[src/rtl/block_assembler.sv]
// Word-to-block packer: collects WORDS writes into one block and queues
// finished blocks in a small FIFO that drains over a valid/ready handshake.
module block_assembler #(
    parameter int unsigned WORD_W    = 32,
    parameter int unsigned WORDS     = 4,
    parameter int unsigned BLK_DEPTH = 4
) (
    input  logic                             clk,
    input  logic                             reset,
    input  logic                             wr_en,
    input  logic [WORD_W-1:0]                wr_data,
    output logic                             in_ready,
    input  logic                             flush,
    output logic [WORD_W*WORDS-1:0]          out_data,
    output logic                             out_valid,
    input  logic                             out_ready,
    output logic [$clog2(BLK_DEPTH+1)-1:0]   level,
    output logic [$clog2(WORDS)-1:0]         word_cnt,
    output logic                             overflow,
    input  logic                             overflow_clr
);
    localparam int unsigned BW = WORD_W * WORDS;
    localparam int unsigned LW = $clog2(BLK_DEPTH + 1);
    localparam int unsigned CW = $clog2(WORDS);
    localparam int unsigned PW = $clog2(BLK_DEPTH);

    // Element WORDS-1 holds the first word, so the packed vector is MSB-first.
    logic [WORDS-1:0][WORD_W-1:0] asm_q, asm_d;
    logic [BW-1:0]                mem_q [BLK_DEPTH];
    logic [PW-1:0]                wr_ptr_q, wr_ptr_d, rd_ptr_q, rd_ptr_d;
    logic [LW-1:0]                level_q, level_d;
    logic [CW-1:0]                cnt_q, cnt_d;
    logic                         ovf_q, ovf_d;
    logic                         last_word, full, accept, drop, push, pop;

    always_comb begin
        last_word = (cnt_q == CW'(WORDS - 1));
        // Stall only when the word about to complete a block has nowhere to go;
        // a pop in the same cycle does not help, keeping out_ready off this path.
        full      = last_word && (level_q == LW'(BLK_DEPTH));
        accept    = wr_en && !full && !flush;
        drop      = wr_en && full && !flush;
        push      = accept && last_word;
        pop       = out_ready && (level_q != '0);

        asm_d = asm_q;
        for (int unsigned i = 0; i < WORDS; i++) begin
            if (cnt_q == CW'(i)) asm_d[WORDS-1-i] = wr_data;
        end

        cnt_d = cnt_q;
        if (flush || push) cnt_d = '0;
        else if (accept)   cnt_d = cnt_q + CW'(1);

        wr_ptr_d = push ? wr_ptr_q + PW'(1) : wr_ptr_q;
        rd_ptr_d = pop  ? rd_ptr_q + PW'(1) : rd_ptr_q;

        level_d = level_q;
        case ({push, pop})
            2'b10:   level_d = level_q + LW'(1);
            2'b01:   level_d = level_q - LW'(1);
            default: level_d = level_q;
        endcase

        ovf_d = ovf_q;
        if (drop)              ovf_d = 1'b1;
        else if (overflow_clr) ovf_d = 1'b0;
    end

    always_ff @(posedge clk or negedge reset) begin
        if (!reset) begin
            cnt_q    <= '0;
            level_q  <= '0;
            wr_ptr_q <= '0;
            rd_ptr_q <= '0;
            ovf_q    <= 1'b0;
        end else begin
            cnt_q    <= cnt_d;
            level_q  <= level_d;
            wr_ptr_q <= wr_ptr_d;
            rd_ptr_q <= rd_ptr_d;
            ovf_q    <= ovf_d;
        end
    end

    always_ff @(posedge clk) begin
        if (accept) asm_q <= asm_d;
        if (push)   mem_q[wr_ptr_q] <= asm_d;
    end

    assign in_ready  = !full;
    assign out_valid = (level_q != '0);
    assign out_data  = out_valid ? mem_q[rd_ptr_q] : '0;
    assign level     = level_q;
    assign word_cnt  = cnt_q;
    assign overflow  = ovf_q;

endmodule

[config.mk]
export PLATFORM = sky130hd
export DESIGN_NAME = block_assembler
export DESIGN_NICKNAME = d
export VERILOG_FILES = /design/src/rtl/block_assembler.sv
export SDC_FILE = /design/constraint.sdc
export NUM_CORES = 1
export LEC_CHECK = 0
export BUFFER_PORTS_ARGS = -buffer_cell sky130_fd_sc_hd__buf_2
export CAP_MARGIN = 20
export CORE_ASPECT_RATIO = 0.6
export CORE_UTILIZATION = 51
export DETAILED_ROUTE_END_ITERATION = 8
export PLACE_DENSITY_LB_ADDON = 0.3
export SLEW_MARGIN = 20
export SYNTH_ARGS = -nofsm -noshare
export SYNTH_HDL_FRONTEND = slang
export SYNTH_SLANG_ARGS = --single-unit
[constraint.sdc]
create_clock -name clk -period 13.45 [get_ports clk]
set_input_delay 1.345 -clock clk [delete_from_list [all_inputs] [get_ports clk]]
set_output_delay 1.345 -clock clk [all_outputs]
set_load 0.05 [all_outputs]
==> results of run 1 <==
power groups by stage:
stage / registers [mW] / clock network, mW / logic [mW]
2_1_floorplan: 2.36 / 0 / 1.79
3_3_place_gp: 2.41 / 0 / 2.23
3_5_place_dp: 2.42 / 0 / 2.24
4_1_cts: 2.37 / 1.66 / 2.25
5_1_grt: 2.38 / 1.74 / 2.32
6_report: 2.37 / 1.64 / 2.20
per-layer routing:
layer | track usage | wire [µm] | up-vias
li1 | - | - | 4989
met1 | 0.290 | 21800 | 6044
met2 | 0.324 | 24600 | 271
met3 | 0.0356 | 2410 | 66
met4 | 0.0399 | 699 | 0
met5 | 0 | 0 | -
worst max-delay path, delay by kind of cell, from the launching register on:
family                 cells  cell delay, ps
flip-flops                 1            1010
multiplexers               1             580
AND/OR/NAND/NOR            1             210
buffers and inverters      2             860
cell usage in the layout (no fill, tap or decap), drive strengths merged, types with 2 or more instances in the layout:
cell type / Yosys / routed
clkbuf: 20 / 68
xnor2: 3 / 3
nor2: 3 / 3
a21oi: 2 / 2
xor2: 3 / 3
mux4: 128 / 128
buf: 39 / 191
mux2: 129 / 129
ha: 9 / 9
clkinv: 0 / 23
o21ai: 2 / 2
bufinv: 0 / 9
nand2: 2 / 2
edfxtp: 640 / 640
inv: 11 / 11
and2: 133 / 133
dfrtp: 10 / 10
through the flow:
stage | cells | instance area, µm² | setup slack, ps | utilization | total power [mW]
after detailed placement | 1915 | 26800 | 8740 | 0.554 | 4.66
after global routing | 2015 | 28600 | 8480 | 0.592 | 6.44
after global placement | 1915 | 26800 | 8780 | 0.554 | 4.64
final | 2015 | 28600 | 8750 | 0.592 | 6.20
after CTS | 2015 | 28600 | 8580 | 0.592 | 6.28
after floorplan | 1143 | 25300 | 2630 | - | 4.15
logic make-up after synthesis:
| family | after synthesis | synth area share |
|---|---|---|
| flip-flops | 650 | 0.769 |
| multiplexers | 257 | 0.171 |
| AND/OR/NAND/NOR | 144 | 0.0353 |
| buffers and inverters | 70 | 0.0150 |
| adder cells (fa/ha/maj) | 10 | 0.00524 |
| AO/OA/AOI/OAI | 6 | 0.00148 |
| XOR/XNOR | 6 | 0.00208 |
registers in the layout, indices dropped and copies added (netlist names):
signal,count
mem_q,512
asm_q,128
level,3
rd_ptr_q,2
word_cnt,2
wr_ptr_q,2
overflow,1
area by class of cell:
type	count	area (µm²)
Clock buffer	68	1470
Fill cell	3504	19800
Timing Repair Buffer	191	1010
Clock inverter	32	365
Inverter	11	41.3
Sequential cell	650	19500
Tap cell	640	801
Multi-Input combinational cell	423	5480
path summary, 6_finish.rpt:
kind                                  start           end  slack, ps  cells after the start
worst min-delay path               overflow      overflow        530                      2
min in group asynchronous             reset      level[0]        620                      1
worst max register to register  word_cnt[0]  mem_q[0][13]       9670                      6
worst min register to register     overflow      overflow        530                      2
worst max-delay path            rd_ptr_q[0]  out_data[10]       8750                      4
max in group asynchronous             reset   rd_ptr_q[1]      12590                      1
==> reports/results.ini, run 1 <==
[floorplan]
rows=62
coreArea_mm2=0.0484
die_x_um=290
die_area_mm2=0.0505
initial_core_util=0.523
chipHeight_um=175
io_pins=174

[clock_network]
cts.clk_slew.worst_paths_ps=70
cts_buffers=55
cts.sinks=650
cts_tree=yes
clockBufferDepth=3
post_cts_resized=0
cts.htree.levels=2
clock_latency_ps=580
cts-root-buf=clkbuf_16
postCtsHoldBufs=0
post-cts-setup-buffers=0

[logic_synthesis]
syn_inst=1143
ys_seq_area_frac=0.769
yosys.area.top_type=edfxtp_1
synthesis.area_mm2=0.0253
ys_warn_count=0
yosysMostFrequentCell=edfxtp_1
avgSynthCellArea_um2=22.1
ys_ff_latch=650
ys_top_cells_by_count=edfxtp_1 (640), and2_1 (133), mux2_2 (129)
synth_top_cell_area_share=0.760
async_reset_ff_frac=0.0154
synth_ff_type=edfxtp_1
synthTopCellsByArea=edfxtp_1 (76%), mux4_2 (11%), mux2_2 (5.7%)
synth.distinct_cells=27
syn_nets=1191
synth-edff-count=640

[critical_path]
criticalPathCategory=reg -> out
crit_path_cell_trace=buf_12 > mux4_2 > and2_1 > buf_2
cp.required_ps=12100
crit_slowest_cell=dfrtp_4
crit_fanout=88
crit_arrival_ps=3350
critPathMaxStageDelay_ps=1010
cp-start-kind=flip-flop
endpoint_kind=output port

[power]
power.leakage_nw=9.42
p_sw_mw=2.29
peakVddDrop_uv=205
power.clock.fraction=0.264
power_frac_seq=0.382
p_int_mw=3.92
power_frac_comb=0.354
p_per_area_mw_per_mm2=217
p_sw_frac=0.368

[routing]
drc=0
drt_iter0_markers=803
routed_via_density=5.64
via_count=11400
wl_um=49500
first_pass_iters=4
ant_nets=0
post_drt_wl_per_cell_um=24.5

[cells_and_area]
layout.nets=1380
antenna_cells=0
areaGrowthSynthToFinish_pct=13.2
drive_gt1_frac=0.388

[sta]
whs_ps=531
slew_violations=0
setup_violations=0
fin_tns_setup_ps=0
slew_headroom=0.325
hold_viol=0
period_minus_slack_ps=4700
tightest_slew_ps=1010
skew_ps=10.5
rsz0062_at_grt=false
period_share=0.349
fmax_mhz=213

[grt]
grt_max_degree=92
grt_use_total=0.200
overflow=0
grt_first_pass_wirelength_um=74900
grt_pass1_vias=11800
antenna_found_initial=0

[place]
place_congestion=0.722
portBuffers=173
hpwl_um=26800

[run_status]
status=finished clean

[hold_path]
hold_class=reg -> reg

[run]
maxCapViolCount=0

Power figures use the tool's default switching activity.
==> run 2: changes to the inputs <==
Clock period 13.45 ns to 4.1 ns, I/O delays scaled along.
==> run 2 against run 1 <==
Compared with the run above:
- utilization grew 0.30 points
- register-to-register slack worse by 8200 ps
- count of clock-buffer cells in the layout rose by 6
- critical path depth unchanged
- worst hold slack lost 500 ps
- non-clock buffer count grew 10
- setup slack worse by 8000 ps
- via count increased by 0.51%
- clock skew increased by 12 ps
- critical path type unchanged
- largest cell class unchanged
- largest power group unchanged
==> reports/results.ini, run 2 (synthesis results as in run 1) <==
[run_status]
status=finished clean  ; unchanged

[routing]
drc=0  ; unchanged
ant_nets=0  ; unchanged
first_pass_iters=5  ; was 4
wl_um=48400  ; was 49500 µm
post_drt_wl_per_cell_um=23.9  ; was 24.5 µm
via_count=11400  ; about the same
routed_via_density=5.63  ; was 5.64
drt_iter0_markers=914  ; was 803

[place]
portBuffers=173  ; unchanged
postPlaceCellArea_mm2=0.0270  ; was 0.0268 mm²
placed_cells=1924  ; was 1915
hpwl_um=27800  ; was 26800 µm
place_congestion=0.717  ; was 0.722

[floorplan]
rows=62  ; unchanged
die_area_mm2=0.0505  ; unchanged
io_pins=174  ; unchanged
chipHeight_um=175  ; unchanged
initial_core_util=0.523  ; unchanged
die_x_um=290  ; unchanged
coreArea_mm2=0.0484  ; unchanged

[clock_network]
cts_tree=yes  ; unchanged
clock_latency_ps=590  ; was 580 ps
cts_buffers=57  ; was 55
post_cts_resized=0  ; unchanged
post-cts-setup-buffers=0  ; unchanged
postCtsHoldBufs=1  ; was 0
cts.sinks=650  ; unchanged
cts-root-buf=clkbuf_16  ; unchanged
clockBufferDepth=3  ; unchanged
cts.clk_slew.worst_paths_ps=60  ; was 70 ps
cts.htree.levels=2  ; unchanged

[hold_path]
hold_class=in -> reg  ; was reg -> reg

[power]
power.leakage_nw=9.46  ; was 9.42 nW
p_per_area_mw_per_mm2=700  ; was 217 mW/mm²
peakVddDrop_uv=452  ; was 205 µV

[sta]
fmax_mhz=302
rsz0062_at_grt=false  ; unchanged
fin_tns_setup_ps=0  ; unchanged
whs_ps=28.3  ; was 531 ps
setup_violations=0  ; unchanged
hold_viol=0  ; unchanged
tightest_slew_ps=1110  ; was 1010 ps
period_minus_slack_ps=3310
period_share=0.808
skew_ps=22.3  ; was 10.5 ps
slew_headroom=0.260  ; was 0.325
slew_violations=0  ; unchanged

[cells_and_area]
antenna_cells=0  ; unchanged
fin_util=0.595  ; was 0.592
seq_area_mm2=0.0195  ; about the same
multi_input_area_mm2=0.00549  ; was 0.00548 mm²
largest_reg_flops=512  ; unchanged
layout.nets=1392  ; was 1380
stdcell_count=2029  ; was 2015
n_fill_cell=3438  ; was 3504
stdcell_area_mm2=0.0288  ; was 0.0286 mm²
drive_gt1_frac=0.394  ; was 0.388
final_cell_mix=edfxtp_1 (640), buf_2 (173), mux2_2 (129), and2_1 (129), mux4_2 (128)  ; unchanged
top_register=mem_q  ; unchanged
areaGrowthSynthToFinish_pct=13.8  ; was 13.2%
layout_commonest_cell=edfxtp_1  ; unchanged

[critical_path]
crit_arrival_ps=2900  ; was 3350 ps
cp-start-kind=flip-flop  ; unchanged
crit_fanout=37  ; was 88
cp.required_ps=3690  ; was 12100 ps
criticalPathCategory=reg -> out  ; unchanged
endpoint_kind=output port  ; unchanged

[grt]
grt_first_pass_wirelength_um=74000  ; was 74900 µm
overflow=0  ; unchanged
antenna_found_initial=0  ; unchanged
use_met2=0.305  ; was 0.324
grt_max_degree=77  ; was 92
met3_usage=0.0304  ; was 0.0356
met1_usage=0.299  ; was 0.290
grt_pass1_vias=11800  ; about the same
grt.busiest_layer=met2  ; unchanged
grt_use_total=0.196  ; was 0.200

[run]
maxCapViolCount=0  ; unchanged

run 2: cell count changes in the layout (fill, tap and decap cells not counted), moves of 2 or more:
cell,change
clkinv_2,+3
bufinv_16,-6
buf_4,-3
clkbuf_1,+5
dfrtp_1,-2
clkinv_1,-3
buf_12,+12
dfrtp_2,+2
run 2: where the power goes:
group | switching (mW) | internal, mW | total (mW)
sequential | 0.293 | 7.50 | 7.79
clock | 2.28 | 2.78 | 5.06
combinational | 4.96 | 2.35 | 7.31
total | 7.52 | 12.6 | 20.2
run 2: metal layers:
layer	wire (µm)	part of all wire
met4	683	0.014
met5	0	0
met3	2580	0.053
met2	23200	0.48
met1	21900	0.45
run 2: metrics by stage:
step,worst slack [ps],power (mW)
after floorplan,-531,13.6
after global placement,1320,15.3
after detailed placement,1320,15.4
after CTS,705,20.4
after global routing,620,20.9
final,787,20.2
run 2: layout make-up:
class / count / share of cell area
Sequential cell: 650 / 0.677
Multi-Input combinational cell: 423 / 0.191
Clock buffer: 74 / 0.0525
Timing Repair Buffer: 201 / 0.0431
Tap cell: 640 / 0.0278
Clock inverter: 30 / 0.00800
Inverter: 11 / 0.00143
run 2: path summary, 6_finish.rpt:
kind,from,end,slack (ps),depth (start not counted)
worst max-delay path,rd_ptr_q[0],out_data[27],790,4
worst min-delay path,overflow_clr,overflow,30,2
worst max register to register,level[1],level[2],1510,8
worst min register to register,overflow,overflow,540,2
max in group asynchronous,reset,rd_ptr_q[0],3620,2
min in group asynchronous,reset,wr_ptr_q[0],240,2
run 2: critical path: stages (launching register included):
cell and delay, ps:
dfrtp_4 960, buf_4 390, mux4_2 530, and2_1 210, buf_2 230
